===== src/rtl/win_addr_gen_if.sv =====
// rtl/win_addr_gen_if.sv - window address/tap stream between win_addr_gen and its consumer
interface win_addr_gen_if #(
  parameter int ADDR_W = 20,
  parameter int TAP_W  = 4
);
  logic              addr_valid;
  logic              addr_ready;
  logic [ADDR_W-1:0] addr;
  logic [TAP_W-1:0]  tap_idx;
  logic [15:0]       win_x;
  logic [15:0]       win_y;
  logic              win_last;

  modport master (
    output addr_valid, addr, tap_idx, win_x, win_y, win_last,
    input  addr_ready
  );

  modport slave (
    input  addr_valid, addr, tap_idx, win_x, win_y, win_last,
    output addr_ready
  );
endinterface


===== src/rtl/win_addr_gen.sv =====
// rtl/win_addr_gen.sv - KxK sliding-window pixel address generator for raster frame buffers
module win_addr_gen #(
  parameter int IMG_W  = 640,
  parameter int IMG_H  = 640,
  parameter int K      = 3,
  parameter int STRIDE = 1,
  parameter int ADDR_W = 20
) (
  input  logic           clk,
  input  logic           reset_n,
  input  logic           start,
  output logic           busy,
  output logic           frame_done,
  win_addr_gen_if.master bus
);

  localparam int CW2 = (K * K > 1) ? $clog2(K * K) : 1;
  localparam int CW  = (K > 1) ? $clog2(K) : 1;
  localparam int WX  = (IMG_W - K) / STRIDE + 1;
  localparam int WY  = (IMG_H - K) / STRIDE + 1;

  localparam logic [15:0]       LAST_X  = 16'((WX - 1) * STRIDE);
  localparam logic [15:0]       LAST_Y  = 16'((WY - 1) * STRIDE);
  localparam logic [15:0]       STEP    = 16'(STRIDE);
  localparam logic [ADDR_W-1:0] ROW_INC = ADDR_W'(IMG_W);
  localparam logic [ADDR_W-1:0] X_INC   = ADDR_W'(STRIDE);
  localparam logic [ADDR_W-1:0] Y_INC   = ADDR_W'(STRIDE * IMG_W);
  localparam logic [CW-1:0]     K_LAST  = CW'(K - 1);

  typedef enum logic [1:0] {S_IDLE, S_RUN, S_DONE} state_t;

  state_t state, state_nxt;

  logic [CW-1:0]     kr, kc;
  logic [CW2-1:0]    tap;
  logic [15:0]       wx, wy;
  logic [ADDR_W-1:0] addr_q;
  // Address of the current tap row, the current window origin and the origin row's column 0.
  logic [ADDR_W-1:0] row_base, win_base, line_base;

  logic accept, tap_end, win_end, row_end, frame_end;

  assign accept    = (state == S_RUN) && bus.addr_ready;
  assign tap_end   = (kc == K_LAST);
  assign win_end   = tap_end && (kr == K_LAST);
  assign row_end   = (wx == LAST_X);
  assign frame_end = win_end && row_end && (wy == LAST_Y);

  always_ff @(posedge clk) begin
    if (!reset_n) begin
      state <= S_IDLE;
    end else begin
      state <= state_nxt;
    end
  end

  always_comb begin
    state_nxt = state;
    case (state)
      S_IDLE:  if (start) state_nxt = S_RUN;
      S_RUN:   if (accept && frame_end) state_nxt = S_DONE;
      S_DONE:  state_nxt = S_IDLE;
      default: state_nxt = S_IDLE;
    endcase
  end

  // Datapath only moves on an accepted beat, so a stalled beat holds every field.
  always_ff @(posedge clk) begin
    if (!reset_n || ((state == S_IDLE) && start) || (accept && frame_end)) begin
      kr        <= '0;
      kc        <= '0;
      tap       <= '0;
      wx        <= '0;
      wy        <= '0;
      addr_q    <= '0;
      row_base  <= '0;
      win_base  <= '0;
      line_base <= '0;
    end else if (accept) begin
      if (!tap_end) begin
        kc     <= kc + 1'b1;
        tap    <= tap + 1'b1;
        addr_q <= addr_q + 1'b1;
      end else if (!win_end) begin
        kc       <= '0;
        kr       <= kr + 1'b1;
        tap      <= tap + 1'b1;
        row_base <= row_base + ROW_INC;
        addr_q   <= row_base + ROW_INC;
      end else begin
        kc  <= '0;
        kr  <= '0;
        tap <= '0;
        if (!row_end) begin
          wx       <= wx + STEP;
          win_base <= win_base + X_INC;
          row_base <= win_base + X_INC;
          addr_q   <= win_base + X_INC;
        end else begin
          wx        <= '0;
          wy        <= wy + STEP;
          line_base <= line_base + Y_INC;
          win_base  <= line_base + Y_INC;
          row_base  <= line_base + Y_INC;
          addr_q    <= line_base + Y_INC;
        end
      end
    end
  end

  assign bus.addr_valid = (state == S_RUN);
  assign bus.addr       = addr_q;
  assign bus.tap_idx    = tap;
  assign bus.win_x      = wx;
  assign bus.win_y      = wy;
  assign bus.win_last   = win_end && (state == S_RUN);
  assign busy           = (state == S_RUN);
  assign frame_done     = (state == S_DONE);

endmodule


===== src/flat_wrapper.sv =====
// flat-port wrapper written by rule: the top's interface ports become plain ports
module win_addr_gen_flat 
#(
  parameter int IMG_W  = 640,
  parameter int IMG_H  = 640,
  parameter int K      = 3,
  parameter int STRIDE = 1,
  parameter int ADDR_W = 20
)
  (clk, reset_n, start, busy, frame_done, bus_addr_valid, bus_addr, bus_tap_idx, bus_win_x, bus_win_y, bus_win_last, bus_addr_ready);
  win_addr_gen_if #(.ADDR_W(ADDR_W), .TAP_W(4)) bus_i ();
  input  logic clk;
  input  logic reset_n;
  input  logic start;
  output logic busy;
  output logic frame_done;
  output wire logic [$bits(bus_i.addr_valid)-1:0] bus_addr_valid;
  output wire logic [$bits(bus_i.addr)-1:0] bus_addr;
  output wire logic [$bits(bus_i.tap_idx)-1:0] bus_tap_idx;
  output wire logic [$bits(bus_i.win_x)-1:0] bus_win_x;
  output wire logic [$bits(bus_i.win_y)-1:0] bus_win_y;
  output wire logic [$bits(bus_i.win_last)-1:0] bus_win_last;
  input wire logic [$bits(bus_i.addr_ready)-1:0] bus_addr_ready;
  assign bus_addr_valid = bus_i.addr_valid;
  assign bus_addr = bus_i.addr;
  assign bus_tap_idx = bus_i.tap_idx;
  assign bus_win_x = bus_i.win_x;
  assign bus_win_y = bus_i.win_y;
  assign bus_win_last = bus_i.win_last;
  assign bus_i.addr_ready = bus_addr_ready;
  win_addr_gen #(.IMG_W(IMG_W), .IMG_H(IMG_H), .K(K), .STRIDE(STRIDE), .ADDR_W(ADDR_W)) u_core (.clk(clk), .reset_n(reset_n), .start(start), .busy(busy), .frame_done(frame_done), .bus(bus_i));
endmodule

===== config.mk =====
export PLATFORM = sky130hd
export DESIGN_NAME = win_addr_gen_flat
export DESIGN_NICKNAME = d
export VERILOG_FILES = /design/src/rtl/win_addr_gen_if.sv /design/src/rtl/win_addr_gen.sv /design/src/flat_wrapper.sv
export SDC_FILE = /design/constraint.sdc
export NUM_CORES = 1
export LEC_CHECK = 0
export ABC_AREA = 1
export BUFFER_PORTS_ARGS = -buffer_cell sky130_fd_sc_hd__buf_2
export CORE_MARGIN = 2
export CORE_UTILIZATION = 30
export CTS_CLUSTER_DIAMETER = 150
export CTS_CLUSTER_SIZE = 30
export DETAILED_ROUTE_END_ITERATION = 7
export SLEW_MARGIN = 20
export SYNTH_ARGS = -nofsm -noshare
export SYNTH_HDL_FRONTEND = slang
export SYNTH_SLANG_ARGS = --single-unit

===== constraint.sdc =====
create_clock -name clk -period 3.2 [get_ports clk]
set_input_delay 0.64 -clock clk [delete_from_list [all_inputs] [get_ports clk]]
set_output_delay 0.64 -clock clk [all_outputs]
set_load 0.1 [all_outputs]

==> results of run 1 <==
-- through the flow --
step	total power, W	utilization (%)	instance area (sq um)	setup WS, ns	hold slack (ns)
finish	0.003608	36.21	7951	0.5075	0.4685
floorplan	0.001564	-	6733	0.4370	0.4288
CTS	0.003641	36.21	7951	0.4708	0.4702
global placement	0.001588	33.34	7322	0.8521	0.4545
detailed placement	0.001588	33.34	7322	0.8190	0.4609
global route	0.003717	36.21	7951	0.3031	0.4853
-- flip-flops by register name, summed over array words and instances, names as in the netlist --
signal,flops
u_core.kc,2
u_core.line_base,13
u_core.win_base,20
u_core.bus.win_x,16
u_core.bus.win_y,16
u_core.kr,2
u_core.state,2
u_core.bus.tap_idx,4
u_core.bus.addr,20
u_core.row_base,20
-- cells in the mapped netlist (9+ instances only) --
cell type	count	area share, %
sky130_fd_sc_hd__xor2_1	13	1.7
sky130_fd_sc_hd__inv_1	100	5.6
sky130_fd_sc_hd__ha_1	9	1.7
sky130_fd_sc_hd__o21ai_0	40	3.0
sky130_fd_sc_hd__nor2_1	127	7.1
sky130_fd_sc_hd__nor3_1	24	1.8
sky130_fd_sc_hd__nand3_1	89	6.6
sky130_fd_sc_hd__xnor2_1	14	1.8
sky130_fd_sc_hd__nand2_1	306	17
sky130_fd_sc_hd__nand4_1	23	2.1
sky130_fd_sc_hd__buf_2	14	1.0
sky130_fd_sc_hd__a21oi_1	74	5.5
sky130_fd_sc_hd__o21ai_1	13	0.97
sky130_fd_sc_hd__dfxtp_1	115	34
-- final cells by class --
class	count	area share, %
inverter	109	5.177
multi-input combinational	797	48.67
tap	280	4.406
clock buffer	18	5.397
timing repair buffer	71	4.878
sequential	115	28.95
clock inverter	14	2.518
-- critical path, cell delays in order, from the launching register on --
cell and delay [ns]:
sky130_fd_sc_hd__dfxtp_1 0.33, sky130_fd_sc_hd__inv_1 0.06, sky130_fd_sc_hd__nand2_1 0.08, sky130_fd_sc_hd__inv_1 0.10, sky130_fd_sc_hd__nand2_2 0.35, sky130_fd_sc_hd__nor2_1 0.25
sky130_fd_sc_hd__buf_2 0.46
-- cells by family after synthesis --
kind of cell | synth area share [%]
AND/OR/NAND/NOR | 39.97
adder cells (fa/ha/maj) | 1.673
AO/OA/AOI/OAI | 12.32
XOR/XNOR | 3.512
buffers and inverters | 8.326
flip-flops | 34.19
-- path summary, 6_finish.rpt --
check	startpoint	to	slack [ns]	cells past startpoint
worst min-delay path	u_core.row_base[5]	u_core.row_base[5]	0.47	2
worst max register to register	u_core.kr[0]	u_core.bus.win_x[6]	0.85	12
worst max-delay path	u_core.kr[0]	bus_win_last	0.51	6
worst min register to register	u_core.row_base[5]	u_core.row_base[5]	0.47	2
-- layer usage --
layer,GRT usage [%],up-vias
li1,-,3535
met1,21.65,3118
met2,25.78,172
met3,3.185,37
met5,0,-
met4,6.631,0
-- power by group through the flow --
stage / combinational (W) / clock (W) / sequential [W]
5_1_grt: 0.000126 / 0.00215 / 0.00144
6_report: 0.000117 / 0.00205 / 0.00144
2_1_floorplan: 0.0000824 / 0 / 0.00148
3_5_place_dp: 0.000118 / 0 / 0.00147
3_3_place_gp: 0.000118 / 0 / 0.00147
4_1_cts: 0.000118 / 0.00208 / 0.00144
==> impl_summary.log, run 1 <==
INFO  metric post_cts_buffers = 0
INFO  metric startpoint_type = flip-flop
INFO  metric syn_area_per_cell = ~6.4 sq um
INFO  metric routedLengthMet1 = 9035 um
INFO  metric tritoncts.num_buffers = 17
INFO  metric antenna_found_initial = 0
INFO  metric clock_power_share = between 50% and 60%
INFO  metric timing.critical_path.to_type = primary output
INFO  metric detailedPlacementHpwl = between 10000 and 15000 um
INFO  metric synth_enable_flop_cells = 0
INFO  metric syn_to_final_growth = 18.10%
INFO  metric yosys_register_bits = 115
INFO  metric tightest_pin_transition = 0.6088 ns
INFO  metric rsz0062_at_grt = false
INFO  metric layout.filler_cells = between 2k and 2.5k
INFO  metric sequentialPowerShare = 39.9%
INFO  metric worst_clk_skew = 0.008255 ns
INFO  metric dpl.cell_count = between 1k and 1.5k
INFO  metric timing.final.setup_violations = 0
INFO  metric grt_overflow_total = 0
INFO  metric final_layout_size_suffix_gt1_share = roughly an eighth
INFO  metric highest-signal-layer = met4
INFO  metric antenna_left = 0
INFO  metric most-common-layout-cells = sky130_fd_sc_hd__nand2_1, sky130_fd_sc_hd__nor2_1, sky130_fd_sc_hd__dfxtp_1
INFO  metric worst_hold_path_type = flip-flop to flip-flop
INFO  metric worst_ep_required_time = between 2 and 3 ns
INFO  metric die_w = 153.8 um
INFO  metric design.die.area = roughly 0.024 sq mm
INFO  metric slew-limit-headroom = between 50% and 60%
INFO  metric cellInternalPower = roughly 0.0028 W
INFO  metric max_cap_viol_count = 0
INFO  metric synthesis.nets = around 1.1k
INFO  metric clkSlewWorstSetupHoldPaths = approximately 0.060 ns
INFO  metric totalWireLength = between 15000 and 20000 um
INFO  metric first_global_vias = approximately 6.2k
INFO  metric total_length_of_routed_met3_wires = approximately 890 um
INFO  metric die_h = between 150 and 200 um
INFO  metric dr.pass1.iters = 5
INFO  metric clk-insertion-delay-late = ~0.42 ns
INFO  metric count_of_warnings_emitted_by_yosys = 0
INFO  metric grt_first_pass_wirelength = slightly above 30000 um
INFO  metric detailedRoute.firstIterationViolations = roughly 320
INFO  metric grt_usage = between 10% and 20%
INFO  metric cts_tree = built
INFO  metric detailroute.wirelength.met2 = ~8700 um
INFO  metric area_of_all_sequential_standard_cells = roughly 0.0023 sq mm
INFO  metric vias = 6862
INFO  metric min_period = roughly 2.7 ns
INFO  metric cts_max_level = 4
INFO  metric power_dens_cells = ~450 mW/mm^2
INFO  metric outcome = finished clean
INFO  metric netlist-cell-type-count = 44
INFO  metric ctsResizeCount = 0
INFO  metric totalNegativeSetupSlack = 0 ns
INFO  metric final_cell_count_no_fill = ~1.4k
INFO  metric post-route-period-util = 84.14%
INFO  metric irDropWorstVdd = ~350 uV
INFO  metric seq_area_frac_synth = between 30% and 40%
INFO  metric crit_type = flip-flop to primary output
INFO  metric layout_commonest_cell = sky130_fd_sc_hd__nand2_1
INFO  metric p_leak = 3.184 nW
INFO  metric rows = between 50 and 60
INFO  metric replace_congestion = 0.9475
INFO  metric async_flop_share = 0%
INFO  metric mean_number_of_vias_per_cell = between 4 and 5
INFO  metric syn_area = between 0.006 and 0.007 sq mm
INFO  metric worst-endpoint-arrival = around 2.1 ns
INFO  metric timing.fmax = approximately 370 MHz
INFO  metric timing_max_transition_violations_final = 0
INFO  metric cts_max_path_buffers = 2
INFO  metric detail_route.drc_violations = 0
INFO  metric num_antenna_cells = 0
INFO  metric total_switching_power = 0.0008378 W
INFO  metric ctsHoldBuffers = 0
INFO  metric port_buffers = between 60 and 70
INFO  metric design.core.area = approximately 0.022 sq mm
INFO  metric report.final.hold_viol_count = 0
INFO  metric io_pins = 64
INFO  metric nets = about 1.1k
INFO  metric post_synth_inst_count = approximately 1.0k
INFO  metric post_drt_wl_per_cell = approximately 14 um
INFO  metric initial_utilization = around 31%
INFO  metric clock-sinks = 115
INFO  metric pin_count_of_the_biggest_net_entering_global_routing = between 40 and 50
INFO  metric total_area_of_multi_input_combinational_cells = 0.003870 sq mm
INFO  metric power.share.switching = a little under a quarter
INFO  metric root_buf_cell = sky130_fd_sc_hd__clkbuf_16
INFO  metric maximum_fanout_encountered_on_the_critical_timing_path = 24
INFO  metric yosys_most_used_dff = sky130_fd_sc_hd__dfxtp_1
INFO  metric power.combinational.fraction = roughly 3.2%
No activity file was read; power rests on OpenSTA's default activity.
==> run 2, diff against run 1 <==
--- a/config.mk
+++ b/config.mk
@@ -5,7 +5,7 @@
 export SDC_FILE = /design/constraint.sdc
 export NUM_CORES = 1
 export LEC_CHECK = 0
-export ABC_AREA = 1
+export ABC_AREA = 0
 export BUFFER_PORTS_ARGS = -buffer_cell sky130_fd_sc_hd__buf_2
 export CORE_MARGIN = 2
 export CORE_UTILIZATION = 30
==> constraint.sdc (replaced) <==
create_clock -name clk -period 2.24 [get_ports clk]
set_input_delay 0.448 -clock clk [delete_from_list [all_inputs] [get_ports clk]]
set_output_delay 0.448 -clock clk [all_outputs]
set_load 0.1 [all_outputs]
==> impl_summary.log, run 2 <==
INFO  metric antenna_left = 0
INFO  metric tritoncts.num_buffers = 17
INFO  metric synth.top_cell.area_share = roughly two fifths
INFO  metric tightest_pin_transition = ~0.90 ns
INFO  metric post-synth-top-count-cell = sky130_fd_sc_hd__nor2_1
INFO  metric die_w = between 100 and 150 um
INFO  metric post-route-period-util = between 90 and 100%
INFO  metric slew-limit-headroom = roughly 40%
INFO  metric maximum_fanout_encountered_on_the_critical_timing_path = 10
INFO  metric yosys_most_used_dff = sky130_fd_sc_hd__dfxtp_1
INFO  metric vias = 5624
INFO  metric synth_top_area_cell = sky130_fd_sc_hd__dfxtp_1
INFO  metric outcome = finished clean
INFO  metric critical-path-max-stage-delay = 0.55 ns
INFO  metric crit_path_start = u_core.bus.win_y[8]
INFO  metric synth_top_cells_by_area = sky130_fd_sc_hd__dfxtp_1, sky130_fd_sc_hd__nor2_1, sky130_fd_sc_hd__xor2_1
INFO  metric timing.fmax = between 400 and 500 MHz
INFO  metric clock-sinks = 115
INFO  metric flop2flop_setup_slack = 0.08 ns
INFO  metric io_pins = 64
INFO  metric timing.critical_path.to_type = flip-flop
INFO  metric nets = about 850
INFO  metric count_of_warnings_emitted_by_yosys = 0
INFO  metric first_global_vias = 5258
INFO  metric pin_count_of_the_biggest_net_entering_global_routing = 36
INFO  metric yosys_register_bits = roughly 120
INFO  metric detail_route.drc_violations = 0
INFO  metric num_antenna_cells = 0
INFO  metric port_buffers = 63
INFO  metric worst-endpoint-arrival = 2.47 ns
INFO  metric ctsHoldBuffers = 0
INFO  metric detailedPlacementHpwl = ~12000 um
INFO  metric async_flop_share = 0%
INFO  metric crit_path_top_delay_cell = sky130_fd_sc_hd__or4b_1
INFO  metric grt_overflow_total = 0
INFO  metric power_dens_cells = 704.2 mW/mm^2
INFO  metric syn_to_final_growth = 30.25%
INFO  metric replace_congestion = approximately 0.86
INFO  metric worstReg2RegStart = u_core.bus.win_y[8]
INFO  metric grt_usage = roughly 16%
INFO  metric grt_first_pass_wirelength = between 20000 and 30000 um
INFO  metric setup_ws = approximately 0.085 ns
INFO  metric initial_utilization = just over 30%
INFO  metric mean_number_of_vias_per_cell = between 5 and 6
INFO  metric rows = 51
INFO  metric final_cell_count_no_fill = about 1.1k
INFO  metric seq_area_frac_synth = roughly two fifths
INFO  metric netlist-cell-type-count = 58
INFO  metric worst_ep_required_time = about 2.6 ns
INFO  metric irDropWorstVdd = ~500 uV
INFO  metric post_drt_wl_per_cell = around 15 um
INFO  metric rsz0062_at_grt = false
INFO  metric most-common-layout-cells = sky130_fd_sc_hd__nor2_1, sky130_fd_sc_hd__dfxtp_1, sky130_fd_sc_hd__nand2_1
INFO  metric syn_area = ~0.0060 sq mm
INFO  metric post-place-ws = -0.03738 ns
INFO  metric worst_clk_skew = 0.01144 ns
INFO  metric antenna_found_initial = 0
INFO  metric layout.filler_cells = between 1.5k and 2k
INFO  metric yosys-top-cells-count = sky130_fd_sc_hd__nor2_1, sky130_fd_sc_hd__dfxtp_1, sky130_fd_sc_hd__nand2_1
INFO  metric cts_max_path_buffers = 2
INFO  metric timing.final.setup_violations = 0
INFO  metric layout_commonest_cell = sky130_fd_sc_hd__nor2_1
INFO  metric clkSlewWorstSetupHoldPaths = roughly 0.060 ns
INFO  metric report.final.hold_viol_count = 0
INFO  metric synthesis.nets = 755
INFO  metric synth_enable_flop_cells = 0
INFO  metric root_buf_cell = sky130_fd_sc_hd__clkbuf_16
INFO  metric worst_hold_path_type = input port to flip-flop
INFO  metric p_leak = 2.874 nW
INFO  metric final.hold.worst_slack = 0.2972 ns
INFO  metric report.power.total = 0.005464 W
INFO  metric detailedRoute.firstIterationViolations = 370
INFO  metric dr.pass1.iters = 4
INFO  metric dpl.cell_count = ~1.1k
INFO  metric hold_path.startpoint = reset_n
INFO  metric design.core.area = approximately 0.02 sq mm
INFO  metric min_period = 2.155 ns
INFO  metric post_synth_inst_count = between 700 and 800
INFO  metric crit_type = flip-flop to flip-flop
INFO  metric clk-insertion-delay-late = 0.42 ns
INFO  metric final_layout_size_suffix_gt1_share = 23.54%
INFO  metric syn_area_per_cell = 8.028 sq um
INFO  metric timing_max_transition_violations_final = 0
INFO  metric design.die.area = between 0.02 and 0.025 sq mm
INFO  metric post_cts_buffers = 0
INFO  metric cts_max_level = 4
INFO  metric cts_tree = built
INFO  metric max_cap_viol_count = 0
INFO  metric critical_path.cell_chain = or4b_1 -> or3_4 -> o311a_2 -> a32o_1
INFO  metric totalWireLength = ~17000 um
INFO  metric startpoint_type = flip-flop
INFO  metric die_h = roughly 140 um
[run 2: changes by cell type in the layout (fill, tap and decap cells not counted), sizes merged, moves of 10 or more]
cell	delta
nand3	-62
nor2	-14
inv	-106
xnor2	+34
nand2	-248
and4	+10
and3	+12
nor4	+11
xor2	+37
buf	+48
o21ai	-18
a21oi	-23
[run 2: worst paths after layout]
kind | end | cells after the start
max | u_core.win_base[16] | 4
min reg2reg | u_core.row_base[0] | 2
max reg2reg | u_core.win_base[16] | 4
min | u_core.state[1] | 2
[run 2: kinds of logic (layout without fill, tap and decap cells)]
group | after synthesis | count (layout) | share of synthesized area (%)
compound gates | 133 | 133 | 13.76
xor+xnor | 98 | 98 | 14.41
fa+ha+maj | 9 | 9 | 1.890
buf+inv | 46 | 158 | 3.340
flops | 115 | 115 | 38.65
mux | 1 | 1 | 0.1680
simple gates | 340 | 340 | 27.79
[run 2: power by group]
part	total [W]	switching, W	internal (W)
Sequential	0.00205	0.00000569	0.00204
Combinational	0.000154	0.000114	0.0000397
Clock	0.00326	0.000963	0.00230
Total	0.00546	0.00108	0.00438
[run 2: stage by stage]
stage,cell area (sq um),setup TNS [ns],utilization (%)
6_report,7759,0,39.87
5_1_grt,7759,0,39.87
4_1_cts,7742,0,39.78
3_5_place_dp,7024,-0.06175,36.09
3_3_place_gp,7024,-0.03528,36.09
2_1_floorplan,6030,-0.01094,-
[run 2: routing by layer]
| metal | global-route usage (%) | share of wire (%) | up-vias |
|---|---|---|---|
| met5 | 0 | 0 | - |
| met4 | 4.901 | 1.2 | 0 |
| met3 | 3.679 | 4.6 | 19 |
| met2 | 24.64 | 45 | 135 |
| met1 | 21.50 | 49 | 2641 |
| li1 | - | - | 2829 |
[run 2: cell type report]
| type | instances | area, sq um | share of cell area (%) |
|---|---|---|---|
| clock buffer | 24 | 523.0 | 6.741 |
| inverter | 7 | 26.28 | 0.3387 |
| clock inverter | 8 | 190.2 | 2.451 |
| sequential | 115 | 2367 | 30.51 |
| tap | 265 | 331.6 | 4.274 |
| timing repair buffer | 119 | 825.8 | 10.64 |
| multi-input combinational | 581 | 3495 | 45.04 |
[run 2: timing repair]
| item | CTS | global route |
|---|---|---|
| setup endpoints to repair | 2 | 48 |
| pin swaps | 0 | 1 |
| gates resized for setup | 1 | 7 |
[run 2: worst max-delay path, delay by kind of cell, from the launching register on]
family / cells / cell delay [ns]
compound gates: 2 / 0.77
flops: 1 / 0.33
simple gates: 2 / 0.94
